<file path="src/rtl/handshake_constant_arbiter.sv">
// Round-robin arbiter that turns N dataless control tokens into one elastic
// channel carrying the winner's constant and index through a one-entry output register.
module handshake_constant_arbiter #(
   parameter int                          N_REQ      = 4,
   parameter int                          DATA_WIDTH = 32,
   parameter logic [N_REQ*DATA_WIDTH-1:0] CONST_INIT = '0,
   localparam int                         IDX_W      = (N_REQ > 1) ? $clog2(N_REQ) : 1
) (
   input  logic                  clk,
   input  logic                  rst,
   input  logic [N_REQ-1:0]      ctrl_valid,
   output logic [N_REQ-1:0]      ctrl_ready,
   output logic [DATA_WIDTH-1:0] outs,
   output logic [IDX_W-1:0]      outs_idx,
   output logic                  outs_valid,
   input  logic                  outs_ready
);

   logic [IDX_W-1:0]      rr_ptr;
   logic [IDX_W-1:0]      winner;
   logic [IDX_W-1:0]      rr_ptr_next;
   logic                  any_valid;
   logic                  load_en;
   logic [DATA_WIDTH-1:0] win_const;

   // (base + off) mod N_REQ; both operands are already below N_REQ.
   function automatic logic [IDX_W-1:0] wrap_add(input logic [IDX_W-1:0] base,
                                                  input int unsigned      off);
      int unsigned sum;
      sum = 32'(base) + off;
      if (sum >= 32'(N_REQ)) sum = sum - 32'(N_REQ);
      return IDX_W'(sum);
   endfunction

   assign load_en = !outs_valid || outs_ready;

   // Scan from the farthest offset down so the one closest to rr_ptr wins.
   // NOTE: every variable driven here gets a default first, so no path can infer a latch.
   always_comb begin
      winner    = '0;
      any_valid = 1'b0;
      for (int k = N_REQ - 1; k >= 0; k--) begin
         if (ctrl_valid[wrap_add(rr_ptr, unsigned'(k))]) begin
            winner    = wrap_add(rr_ptr, unsigned'(k));
            any_valid = 1'b1;
         end
      end
   end

   always_comb begin
      ctrl_ready = '0;
      if (load_en && any_valid) ctrl_ready[winner] = 1'b1;
   end

   always_comb begin
      win_const = '0;
      for (int i = 0; i < N_REQ; i++) begin
         if (winner == IDX_W'(i)) win_const = CONST_INIT[i*DATA_WIDTH +: DATA_WIDTH];
      end
   end

   assign rr_ptr_next = (winner == IDX_W'(N_REQ - 1)) ? '0 : IDX_W'(winner + 1'b1);

   // NOTE: state uses non-blocking assignments so every register samples pre-edge values.
   always_ff @(posedge clk) begin
      if (rst) begin
         outs_valid <= 1'b0;
         outs       <= '0;
         outs_idx   <= '0;
         rr_ptr     <= '0;
      end else if (load_en) begin
         if (any_valid) begin
            outs       <= win_const;
            outs_idx   <= winner;
            outs_valid <= 1'b1;
            rr_ptr     <= rr_ptr_next;
         end else begin
            outs_valid <= 1'b0;
         end
      end
   end

endmodule
</file>
<file path="config.mk">
export PLATFORM = sky130hd
export DESIGN_NAME = handshake_constant_arbiter
export DESIGN_NICKNAME = d
export VERILOG_FILES = /design/src/rtl/handshake_constant_arbiter.sv
export SDC_FILE = /design/constraint.sdc
export NUM_CORES = 1
export LEC_CHECK = 0
export BUFFER_PORTS_ARGS = -buffer_cell sky130_fd_sc_hd__buf_2
export CAP_MARGIN = 20
export CORE_ASPECT_RATIO = 1.25
export CORE_UTILIZATION = 35
export DETAILED_ROUTE_END_ITERATION = 7
export MAX_ROUTING_LAYER = met4
export PLACE_DENSITY = 0.74
export SYNTH_ARGS = -nofsm -noshare
export SYNTH_HDL_FRONTEND = slang
export SYNTH_SLANG_ARGS = --single-unit
</file>
<file path="constraint.sdc">
create_clock -name clk -period 1.7 [get_ports clk]
set_clock_uncertainty 0.15 [all_clocks]
set_input_delay 0.34 -clock clk [delete_from_list [all_inputs] [get_ports clk]]
set_output_delay 0.34 -clock clk [all_outputs]
set_load 0.02 [all_outputs]
</file>
==> flow_summary.ini, run 1 <==
[outcome]
outcome = complete, but fails checks
violations = negative setup slack

[setup_path]
setup.worst_path.class = reg -> out
rr_worst_depth = 9
end_kind = primary output
cp_cell_sequence = mux2i_1 -> nor2_1 -> nor3_2 -> inv_1 -> ha_2 -> and2_4 -> buf_6
path_buf_inv = 2
slowest_delay_ns = 0.37
worst-path-max-fanout = 5
critical-path-slowest-cell = dfxtp_4
cp-startpoint = rr_ptr[1]
r2r-end = rr_ptr[0]
required_ns = 1.21
startpoint_type = register
cp.arrival_ns = 1.63
rrSetupSlack_ns = -0.07
path_depth = 7
rr_startpoint = rr_ptr[1]
worstSetupEndpoint = ctrl_ready[2]
cpLargestDelayFamily = simple AND/OR/NAND/NOR gates

[timing]
max_freq_mhz = 472
setup_viol = 5
finalHoldViolations = 0
final_max_slew_viol_count = 0
min_period_ns = 2.12
post-route-period-util_pct = 125
grt_setup_unrepaired = yes
fin_ws_ns = -0.418
timing.hold.ws_ns = 0.184

[synth]
synth_top_area_share_pct = 39.5
synth_cells = 77
synth_mux_area_share_pct = 1.65
yosys_register_bits = 5
synth.distinct_cells = 22
synthSimpleGateAreaFrac_pct = 18.9
synthXorXnorAreaFrac_pct = 0
synth-compound-area-share_pct = 12.8
syn_area_per_cell_um2 = 7.90
ys_warn_count = 0
synth_fa_ha_area_share_pct = 8.23
synth_largest_area_cell = buf_4
netlist_area_um2 = 608
synth.top_cells.by_area = buf_4 (40%), dfxtp_1 (16%), ha_1 (8.2%), a21oi_1 (4.1%), and2_1 (4.1%)
synth_top_family_by_area = buffers and inverters
ys_seq_area_share_pct = 16.5

[power]
power_density_nw_per_um2 = 754
vdd_ir_drop_max_mv = 0.396
leakage_uw = 0.000410

[detailed_routing]
drt_iter0_drc = 4
antenna_left = 0
avgViaCountPerCell = 3.98
routedWlPerCell_um = 8.26
vias = 501
route.detailed.drc = 0
wl_um = 1040
dr.pass1.iters = 4

[clock_tree]
cts_tree = done
insertion_delay_ns = 0.24
clk_pin_slew_ns = 0.04
cts_buffers = 3
cts-root-buf = clkbuf_4
clock_sinks = 5
clock_path_buffers = 2
htree_levels = 1

[final_layout]
layout.nets = 120
syn_to_final_growth_pct = 29.6
post-route-util_pct = 49.2
diodes = 0
drive_above_1_share_pct = 45.4

[floorplan]
rows = 16
io-pin-count = 46
start_util_pct = 38.0
core_um2 = 1600
die-area_um2 = 1910
dieHeight_um = 48.6
die_x_um = 39.3

[place]
numPortBuffers = 13
dp_hpwl_um = 869
place.gp.congestion = 0.797

[flow_run]
maxCapViolations = 0

[hold_path]
worstHoldPathType = in -> reg

[global_routing]
overflow = 0
grt_pass1_wl_um = 1700
antenna_found_initial = 0
grt_usage_pct = 12.9
first_global_vias = 418
grt_max_degree = 8
## flip-flops by register name, summed over array words and instances, names as in the netlist
| register | count |
|---|---|
| outs_idx | 2 |
| outs_valid | 1 |
| rr_ptr | 2 |
## synthesized netlist by cell type (all sizes together)
cell	count
inv	3
or3	1
a21oi	5
nor4	1
or2	1
ha	4
nand2	2
conb	1
o32ai	1
a211oi	1
nand3b	1
mux2i	1
and2	4
nor2	4
o21a	1
buf	32
o22ai	1
nor2b	1
nor3	2
nand2b	3
dfxtp	5
o31ai	2
## report_power, final
group / internal (uW) / switching (uW)
Sequential: 134 / 11.2
Combinational: 134 / 179
Clock: 88.7 / 48.0
Total: 356 / 238
## cells in the final DEF, fill, tap and decap left out, types with 2 or more instances in the layout
cell type,instances
a21oi_1,3
inv_1,2
clkbuf_4,3
nand2_1,2
o31ai_1,2
buf_2,10
buf_4,15
ha_2,4
nor3_2,2
conb_1,32
and2_4,3
nand2b_1,3
a21oi_2,2
buf_6,3
nor2_1,4
dfxtp_1,3
## metrics by stage
step | power (uW) | instances | worst slack, ns | setup TNS, ns | instance area, um2
6_report | 595 | 126 | -0.418 | -1.60 | 788
5_1_grt | 646 | 126 | -0.498 | -2.09 | 788
4_1_cts | 596 | 126 | -0.423 | -1.66 | 782
3_5_place_dp | 417 | 120 | -0.326 | -1.46 | 704
3_3_place_gp | 410 | 120 | -0.279 | -1.23 | 704
2_1_floorplan | 382 | 108 | 0.00519 | 0 | 759
## worst register-to-register path: cells and delay by family (launching register included)
kind                       cells  cell delay [ns]
DFF                            1             0.37
adders and majority gates      1             0.19
and+or+nand+nor                1             0.15
buffers and inverters          2             0.19
AOI/OAI and AO/OA              5             0.65
## area by class of cell
type                    instances  area [um2]
multi-input cells              68         427
clock buffers                   4        26.3
repair buffers                 28         196
fillers                       155         813
well taps                      18        22.5
inverters                       3        11.3
flip-flops and latches          5         105
## cells by family (layout without fill, tap and decap cells)
family	Yosys count	count (layout)
muxes	1	1
and+or+nand+nor	20	20
adders and majority gates	4	4
buffers and inverters	35	35
DFF	5	5
other	1	32
AOI/OAI and AO/OA	11	11
## per-layer routing
layer	up-vias	track usage, %	share of wire, %
li1	249	-	-
met1	220	13.6	38
met2	28	20.6	52
met3	4	5.50	8.1
met4	0	5.17	1.6
met5	-	-	0
## repair_timing
action | 4_1_cts | 5_1_grt
pin swaps | 2 | 1
resized for setup | 11 | 2
endpoints found under the setup margin | 5 | 6
setup buffers | 2 | 0
hold endpoints to repair | 0 | 0
hold buffers | 0 | 0
## worst min path at each step
| stage | endpoint | from | cells after the start |
|---|---|---|---|
| 3_3_place_gp | outs_valid | outs_valid | 2 |
| 6_report | rr_ptr[1] | rst | 2 |
| 2_1_floorplan | rr_ptr[1] | rst | 1 |
| 4_1_cts | outs_valid | rst | 2 |
| 5_1_grt | rr_ptr[1] | rst | 2 |
| 3_5_place_dp | outs_valid | outs_valid | 2 |
Power figures use the tool's default switching activity.
==> inputs of run 2 (changes only) <==
--- a/config.mk
+++ b/config.mk
@@ -6,12 +6,13 @@
 export NUM_CORES = 1
 export LEC_CHECK = 0
 export BUFFER_PORTS_ARGS = -buffer_cell sky130_fd_sc_hd__buf_2
-export CAP_MARGIN = 20
+export CELL_PAD_IN_SITES_DETAIL_PLACEMENT = 1
+export CELL_PAD_IN_SITES_GLOBAL_PLACEMENT = 1
 export CORE_ASPECT_RATIO = 1.25
-export CORE_UTILIZATION = 35
+export CORE_UTILIZATION = 23
 export DETAILED_ROUTE_END_ITERATION = 7
 export MAX_ROUTING_LAYER = met4
-export PLACE_DENSITY = 0.74
+export PLACE_DENSITY_LB_ADDON = 0.1
 export SYNTH_ARGS = -nofsm -noshare
 export SYNTH_HDL_FRONTEND = slang
 export SYNTH_SLANG_ARGS = --single-unit
==> run 2 against run 1 <==
Compared with the run above: the run still ends with negative setup slack left; final cell count grew 13%; power grew 2.9%; routed wire length grew 13%; clock-buffer cell count is the same; sequential cell count is the same; critical path depth grew 1; largest cell class unchanged.
==> flow_summary.ini, run 2 (synthesis gave the netlist of run 1 again) <==
[floorplan]
core_um2 = 2480
die-area_um2 = 2850
io-pin-count = 46
rows = 20
die_x_um = 48.0
dieHeight_um = 59.5
start_util_pct = 24.5

[final_layout]
layout.cells.non_filler = 142
diodes = 0
reg_top3 = outs_idx: 2 flops, rr_ptr: 2 flops, outs_valid: 1 flops
final_cell_mix = conb_1 (32), buf_4 (16), buf_2 (9)
syn_to_final_growth_pct = 36.4
layout.nets = 121
layout_commonest_cell = conb_1
finalInstanceArea_um2 = 830
drive_above_1_share_pct = 45.0

[detailed_routing]
met2_length_um = 621
vias = 513
wl_met1_um = 466
drt_iter0_drc = 24
routedWlPerCell_um = 8.32
antenna_left = 0
avgViaCountPerCell = 3.61
top_layer = met4
wl_met3_um = 82
dr.pass1.iters = 2
route.detailed.drc = 0
wl_um = 1180

[setup_path]
r2r-end = rr_ptr[0]
end_kind = primary output
cp.arrival_ns = 1.59
rr_worst_depth = 9
path_buf_inv = 3
slowest_delay_ns = 0.36
setup.worst_path.class = reg -> out
worst-path-max-fanout = 5
critical-path-slowest-cell = dfxtp_4
rrSetupSlack_ns = -0.06
startpoint_type = register
rr_startpoint = rr_ptr[1]
cp_cell_sequence = buf_4 -> nand2_1 -> nor2_1 -> nor3_2 -> inv_1 -> ha_2 -> and2_4 -> buf_6
required_ns = 1.21
cpLargestDelayFamily = simple AND/OR/NAND/NOR gates

[timing]
post-route-period-util_pct = 123
finalHoldViolations = 0
min_period_ns = 2.08
setup_viol = 5
fin_ws_ns = -0.384
max_freq_mhz = 480
final_max_slew_viol_count = 0
grt_setup_unrepaired = yes
timing.hold.ws_ns = 0.193

[outcome]
outcome = complete, but fails checks
violations = negative setup slack

[clock_tree]
clk_pin_slew_ns = 0.04
htree_levels = 1
cts_buffers = 3
hold_buffers = 0
insertion_delay_ns = 0.24
cts_tree = done
cts-root-buf = clkbuf_4
clock_path_buffers = 2
clock_sinks = 5

[power]
vdd_ir_drop_max_mv = 0.322
leakage_uw = 0.000417
power_density_nw_per_um2 = 738

[place]
numPortBuffers = 13
dp_hpwl_um = 1010
dpl_cell_area_um2 = 723
place.gp.congestion = 0.716
dp.cells = 135
pre_cts_ws_ns = -0.346

[global_routing]
grt_usage_pct = 9.99
overflow = 0
grt_max_degree = 8
antenna_found_initial = 0
grt_pass1_wl_um = 1890
first_global_vias = 446

[flow_run]
maxCapViolations = 0

[hold_path]
worstHoldPathType = in -> reg
whs_endpoint = rr_ptr[1]
worst_hold_path.num_cells = 2
min_from = rst
==> run 2: cell types whose count changed in the layout (fill, tap and decap cells not counted), sizes merged <==
| cell | before | now |
|---|---|---|
| buf | 28 | 29 |
==> run 2: worst reg2reg max path, stage by stage, from the launching register on <==
cell	delay (ns)
dfxtp_4	0.37
a21oi_2	0.05
o21a_1	0.19
o22ai_4	0.20
inv_2	0.07
ha_2	0.19
buf_4	0.13
nor3_2	0.15
o31ai_1	0.09
a21oi_1	0.11
==> run 2: per-layer routing <==
metal | vias up | GRT usage, %
met4 | 0 | 7.14
met3 | 2 | 2.74
met5 | - | -
li1 | 253 | -
met1 | 233 | 11.6
met2 | 25 | 14.3
==> run 2: layout make-up <==
cell class / instances / area, um2
sequential: 5 / 104
tap: 33 / 41.3
multi-input combinational: 68 / 437
timing repair buffer: 29 / 210
fill: 317 / 1650
clock buffer: 4 / 26.3
inverter: 3 / 11.3
==> run 2: through the flow <==
stage	power, uW	util (%)	setup TNS, ns
floorplan	382	-	0
detailed placement	424	29.2	-1.75
global placement	422	29.2	-1.72
global route	673	33.5	-2.32
CTS	611	32.5	-1.75
finish	612	33.5	-1.54
==> run 2: what timing repair did <==
action	4_1_cts	5_1_grt
endpoints found under the hold margin	0	0
resized for setup	10	4
pin swaps	1	1
setup buffers	3	0
endpoints found under the setup margin	5	6
==> run 2: power by group <==
group          internal, uW  total, uW  switching [uW]
clock                  88.7        136            47.2
combinational           147        332             184
sequential              133        145            11.3
==> run 2: worst max path at each step <==
stage | from | endpoint | slack [ns] | cells after the start
2_1_floorplan | rr_ptr[1] | ctrl_ready[3] | 0.005 | 6
3_3_place_gp | ctrl_valid[0] | ctrl_ready[3] | -0.34 | 8
3_5_place_dp | ctrl_valid[0] | ctrl_ready[3] | -0.35 | 8
4_1_cts | rr_ptr[1] | ctrl_ready[2] | -0.42 | 8
5_1_grt | rr_ptr[1] | ctrl_ready[0] | -0.53 | 7
6_report | rr_ptr[1] | ctrl_ready[2] | -0.38 | 8
